## src/rtl/apb_cmd_master.sv

```systemverilog
// APB4 initiator: turns a valid/ready command stream into single APB transfers
// and returns read data, slave error and a local timeout flag on a response channel.
module apb_cmd_master #(
  parameter type         addr_t         = logic [31:0],
  parameter type         data_t         = logic [31:0],
  parameter int unsigned TIMEOUT_CYCLES = 256
) (
  input  logic                        pclk_i,
  input  logic                        preset_ni,
  input  logic                        cmd_valid_i,
  output logic                        cmd_ready_o,
  input  addr_t                       cmd_addr_i,
  input  logic                        cmd_write_i,
  input  data_t                       cmd_wdata_i,
  input  logic [$bits(data_t)/8-1:0]  cmd_strb_i,
  output logic                        rsp_valid_o,
  input  logic                        rsp_ready_i,
  output data_t                       rsp_rdata_o,
  output logic                        rsp_err_o,
  output logic                        rsp_timeout_o,
  output addr_t                       paddr_o,
  output data_t                       pwdata_o,
  output logic                        pwrite_o,
  output logic                        psel_o,
  output logic                        penable_o,
  output logic [$bits(data_t)/8-1:0]  pstrb_o,
  input  data_t                       prdata_i,
  input  logic                        pready_i,
  input  logic                        pslverr_i
);

  typedef enum logic [1:0] {IDLE, SETUP, ACCESS, RESP} state_t;

  // A zero timeout would give a zero-width counter, so keep one bit that is never used.
  localparam int CW = (TIMEOUT_CYCLES > 0) ? $clog2(TIMEOUT_CYCLES + 1) : 1;
  localparam logic [CW-1:0] CNT_LAST = (TIMEOUT_CYCLES > 0) ? CW'(TIMEOUT_CYCLES - 1) : '0;

  state_t        state;
  logic [CW-1:0] wait_cnt;
  logic          timeout_hit;

  assign cmd_ready_o = preset_ni && (state == IDLE);
  assign timeout_hit = (TIMEOUT_CYCLES > 0) && !pready_i && (wait_cnt == CNT_LAST);

  always_ff @(posedge pclk_i or negedge preset_ni) begin
    if (!preset_ni) begin
      state         <= IDLE;
      wait_cnt      <= '0;
      paddr_o       <= '0;
      pwdata_o      <= '0;
      pwrite_o      <= 1'b0;
      pstrb_o       <= '0;
      psel_o        <= 1'b0;
      penable_o     <= 1'b0;
      rsp_valid_o   <= 1'b0;
      rsp_rdata_o   <= '0;
      rsp_err_o     <= 1'b0;
      rsp_timeout_o <= 1'b0;
    end else begin
      case (state)
        IDLE: begin
          if (cmd_valid_i) begin
            paddr_o  <= cmd_addr_i;
            pwrite_o <= cmd_write_i;
            pwdata_o <= cmd_wdata_i;
            pstrb_o  <= cmd_write_i ? cmd_strb_i : '0;
            psel_o   <= 1'b1;
            state    <= SETUP;
          end
        end
        SETUP: begin
          penable_o <= 1'b1;
          wait_cnt  <= '0;
          state     <= ACCESS;
        end
        ACCESS: begin
          // A ready slave on the last allowed cycle still completes normally.
          if (pready_i) begin
            psel_o        <= 1'b0;
            penable_o     <= 1'b0;
            rsp_valid_o   <= 1'b1;
            rsp_err_o     <= pslverr_i;
            rsp_rdata_o   <= pwrite_o ? '0 : prdata_i;
            rsp_timeout_o <= 1'b0;
            state         <= RESP;
          end else if (timeout_hit) begin
            psel_o        <= 1'b0;
            penable_o     <= 1'b0;
            rsp_valid_o   <= 1'b1;
            rsp_err_o     <= 1'b1;
            rsp_rdata_o   <= '0;
            rsp_timeout_o <= 1'b1;
            state         <= RESP;
          end else if (wait_cnt != '1) begin
            wait_cnt <= wait_cnt + 1'b1;
          end
        end
        RESP: begin
          if (rsp_ready_i) begin
            rsp_valid_o <= 1'b0;
            state       <= IDLE;
          end
        end
        default: state <= IDLE;
      endcase
    end
  end

endmodule

```

## config.mk

```make
export PLATFORM = sky130hd
export DESIGN_NAME = apb_cmd_master
export DESIGN_NICKNAME = d
export VERILOG_FILES = /design/src/rtl/apb_cmd_master.sv
export SDC_FILE = /design/constraint.sdc
export NUM_CORES = 1
export LEC_CHECK = 0
export CAP_MARGIN = 20
export CORE_ASPECT_RATIO = 1.5
export CORE_MARGIN = 2
export CORE_UTILIZATION = 42
export CTS_CLUSTER_DIAMETER = 30
export DETAILED_ROUTE_END_ITERATION = 6
export PLACE_DENSITY = 0.81
export SYNTH_ARGS = -nofsm -noshare
export SYNTH_HDL_FRONTEND = slang
export SYNTH_SLANG_ARGS = --single-unit
```

## constraint.sdc

```tcl
create_clock -name pclk_i -period 2.35 [get_ports pclk_i]
set_input_delay 0.3525 -clock pclk_i [delete_from_list [all_inputs] [get_ports pclk_i]]
set_output_delay 0.3525 -clock pclk_i [all_outputs]
set_load 0.01 [all_outputs]
```

# After elaboration in Yosys (flattened, before gate mapping)
# Index checks and enable logic that the tools add are counted.
[word_totals]
register_bits = 117
out_inout_bits = 107
[classes]
eq_ne = 11
addsub = 1
n_reduce_logical = 15
mux = 24
[op_table]
columns = ["cell", "count"]
rows = [
  ["$mux 32", 3],
  ["$mux 9", 3],
  ["$pmux 9 s2", 1],
  ["$ne 2x2->1 const B", 5],
  ["$add 9x1->9 const B", 1],
  ["$eq 9x8->1 const B", 1],
  ["$ne 9x9->1 const B", 1],
  ["$reduce_and 3->1", 3],
  ["$mux 1", 8],
  ["$mux 2", 4],
  ["$pmux 2 s4", 1],
  ["$reduce_bool 2->1", 4],
  ["$pmux 1 s2", 3],
  ["$reduce_and 2->1", 3],
  ["$eq 2x2->1 const B", 2],
  ["$mux 4", 1],
  ["$reduce_and 4->1", 1],
  ["$ne 3x3->1 const B", 1],
  ["$eq 2x1->1 const B", 1],
  ["$logic_and 1x1->1", 2],
  ["$logic_not 2->1", 1],
  ["$logic_not 1->1", 1],
]

# Logic depth before layout (Yosys ltp)
[logic_depth]
word_depth = 5
depth_mapped = 9

# Least setup slack after synthesis
# No wires, ideal clock.
[synth_path]
kind = "register -> register"
from = "reg wait_cnt[0]"
to = "reg wait_cnt[6]"
setup_time_ns = 0.124
path_buffers = 1
slack_ns = 0.194
period_less_slack_ns = 2.156
path_stages_with_launch = 9
t_arrival_ns = 2.032
required_ns = 2.226
path_cell_list = "dfrtp_1 -> ha_1 -> nand3_1 -> nor2_1 -> ha_1 -> or4b_4 -> buf_6 -> and2_4 -> a211o_1"
[synth_via]
elab_chain_cells = 5
[synth_rtl]
columns = ["element", "line", "source"]
rows = [
  ["start, declared", "39", "logic [CW-1:0] wait_cnt;"],
  ["start signal, assigned", "95", "wait_cnt <= wait_cnt + 1'b1;"],
  ["$add 9x1->9", "95", ""],
  ["$mux 9", "94", "end else if (wait_cnt != '1) begin"],
  ["$mux 9", "86", "end else if (timeout_hit) begin"],
  ["$mux 9", "78", "if (pready_i) begin"],
  ["$pmux 9 s2", "60", "case (state)"],
]
# Several ways; a longest one is shown, not always the timed one. The select of a mux whose other input is x is not followed.
# A chain may end at the register's enable or synchronous reset.

# Worst setup path in the final report
# Ends and elaborated chain as after synthesis.

==> impl_metrics.ini <==
[run_status]
status = finished clean

[floorplan]
die-area_mm2 = 0.01212
start_util_pct = 42.91
die_width_um = 90.54
num_io_pins = 214
rows = 47
fp.coreArea_mm2 = 0.01100
die_y_um = 133.8

[placed_design]
hpwl_mm = 8.790
gp_congestion = 0.7750
numPortBuffers = 213
placedCellCount = 736

[route]
drt-initial-drc-count = 132
postRouteWirelength_mm = 12.43
drt_pre_antenna_iters = 4
ant_nets = 0
wl_per_cell_um = 16.06
vias = 3784
viasPerCell = 4.889
drcViolationCount = 0

[global_routing]
grt_pass1_wl_mm = 20.09
grt_antenna_before_repair = 0
gr-usage-met1_pct = 24.63
grt.met2_usage_pct = 36.03
met3_usage_pct = 6.573
grt_pass1_vias = 4029
grt-ovfl-total = 0
grt_max_degree = 118
grt.total_usage_pct = 21.00
top_usage_layer = met2

[setup_path]
slowest_delay_ns = 0.58
rrSetupSlack_ns = 0.05
worst_setup_path_end_kind = flop
arrival_ns = 2.59
cp-start-kind = flop
r2r-start = wait_cnt[0]
required_ns = 2.64
crit_chain = ha_2 > nand3_1 > nor2_1 > ha_2 > or4b_4 > buf_4 > and2_4 > a211o_1
criticalPathCategory = flop to flop
crit_top_cell = ha_2
worstRegToRegCells = 8
reg2reg_to = wait_cnt[6]
crit_family = simple AND/OR/NAND/NOR gates
cpMaxStageDelayCell = or4b_4
path_max_fanout = 7
path_buf_inv = 1

[synth]
netlist_area_mm2 = 0.004718
synth_nets = 503
ys_warn_count = 0
ys_ff_latch = 117
synth_cell_types = 29
post_synth.cell_area_avg_um2 = 12.16
syn_inst = 388
synth_edf_count = 0
synth_ff_type = dfrtp_1
async_flop_share_pct = 100.0
synth-seq-area-share_pct = 62.05

[run]
cap_violations = 0

[finish]
area_growth_pct = 64.55
stdcell_count = 774
insertedDiodeCount = 0
drive_above_1_share_pct = 19.46
layout.nets = 729

[cts]
ctsHtreeMaxLevel = 4
root_buffer = clkbuf_16
cts_tree = built
clkSinkCount = 117
cts_inserted_buffers = 17
clk_pin_slew_ns = 0.06
holdBufCountCts = 0
cts_buffer_depth = 2
clkLatencyLatePin_ns = 0.41

[power_and_ir_drop]
vdd_drop_max_mv = 0.7982
power_leakage_nw = 3.357
p_per_area_mw_per_mm2 = 1359

[sta]
fin_skew_ns = 0.007872
fin_crit_ns = 2.303
setup_viol = 0
period_share_pct = 98.02
slew_headroom_pct = 58.30
fmax_mhz = 434.1
final_max_slew_viol_count = 0
finalHoldViolations = 0
worst_slew_pin_slew_ns = 0.6255
whs_ns = 0.02391

[hold_path]
min_path_type = input port to async pin
[worst reg2reg max path: stages, from the launching register on]
cell	delay (ns)
dfrtp_1	0.40
ha_2	0.22
nand3_1	0.09
nor2_1	0.08
ha_2	0.20
or4b_4	0.58
buf_4	0.19
and2_4	0.17
a211o_1	0.28
[layer usage]
layer  vias up  part of all wire, %  routed length [um]
met4         0                  2.6                 325
li1       1780                    -                   -
met3        27                  7.0                 870
met5         -                    0                   0
met2       194                   51                6335
met1      1783                   39                4900
[worst max-delay path by stage]
stage / endpoint / startpoint / cells past startpoint
floorplan: wait_cnt[6] / wait_cnt[0] / 8
global placement: wait_cnt[3] / wait_cnt[0] / 7
detailed placement: wait_cnt[5] / wait_cnt[0] / 7
CTS: wait_cnt[5] / wait_cnt[0] / 7
global route: wait_cnt[6] / wait_cnt[0] / 8
finish: wait_cnt[6] / wait_cnt[0] / 8
[registers in the layout, indices dropped and copies added, names as in the netlist, 2 cells and up]
name	cells
rsp_rdata_o	32
pstrb_o	4
paddr_o	32
state	2
wait_cnt	9
pwdata_o	32
[layout make-up]
cell class | instances | area [um2]
clock buffer | 17 | 425.4
clock inverter | 15 | 229.0
fill | 774 | 3233
inverter | 6 | 22.52
multi-input combinational | 244 | 1708
sequential | 117 | 2928
tap | 147 | 183.9
timing repair buffer | 228 | 2267
[cells by family (layout without fill, tap and decap cells)]
kind of cell	after synthesis	after routing	synth area share, %
AOI/OAI and AO/OA	59	59	7.160
adders and majority gates	8	8	2.122
buffers and inverters	27	266	2.307
DFF	117	117	62.05
muxes	69	69	16.39
and+or+nand+nor	108	108	9.971
[power by group]
| part | total, W | switching [W] | internal (W) |
|---|---|---|---|
| Clock | 0.00283 | 0.000941 | 0.00189 |
| Combinational | 0.00427 | 0.00174 | 0.00253 |
| Sequential | 0.00345 | 0.000502 | 0.00294 |
[timing repair]
| action | CTS | global route |
|---|---|---|
| gates resized for setup | 0 | 5 |
| setup endpoints to repair | 0 | 7 |
| setup buffers | 0 | 6 |
[synthesized netlist by cell type (4+ instances only)]
| master | number | area, um2 |
|---|---|---|
| a21oi_1 | 5 | 25.02 |
| o21ai_0 | 40 | 200.2 |
| ha_1 | 8 | 100.1 |
| inv_1 | 6 | 22.52 |
| nor2_1 | 4 | 15.01 |
| dfrtp_1 | 117 | 2928 |
| mux2_2 | 66 | 743.2 |
| nand2b_1 | 5 | 31.28 |
| nand2_1 | 82 | 307.8 |
| clkbuf_1 | 20 | 75.07 |
| nand3_1 | 5 | 25.02 |
[layout by cell type (no fill, tap or decap), types with 2 or more instances in the layout]
cell,synthesis,layout
a21o_1,3,3
nor3b_1,2,2
mux2i_1,3,3
clkinv_2,0,2
bufinv_16,0,5
clkbuf_16,0,17
ha_1,8,6
nand2_1,82,81
a21oi_1,5,5
nand2b_1,5,5
buf_12,0,2
ha_2,0,2
inv_1,6,6
nor2b_1,3,2
nor2_1,4,4
buf_4,0,14
mux2_2,66,66
or4_1,3,3
nand3_1,5,5
o211ai_1,3,3
clkinv_4,0,6
clkdlybuf4s50_1,0,212
dfrtp_1,117,117
o21ai_0,40,39
[per-stage QoR]
step	area [um2]	setup TNS, ns	setup slack (ns)	utilization, %	power (W)
after floorplan	4718	0	0.1936	-	0.005247
after global placement	7054	0	0.1213	64.15	0.007562
after detailed placement	7054	0	0.04272	64.15	0.007733
after CTS	7709	0	0.008666	70.10	0.01063
after global routing	7764	-0.02028	-0.02028	70.60	0.01113
final	7764	0	0.04653	70.60	0.01055
Power figures use the tool's default switching activity.
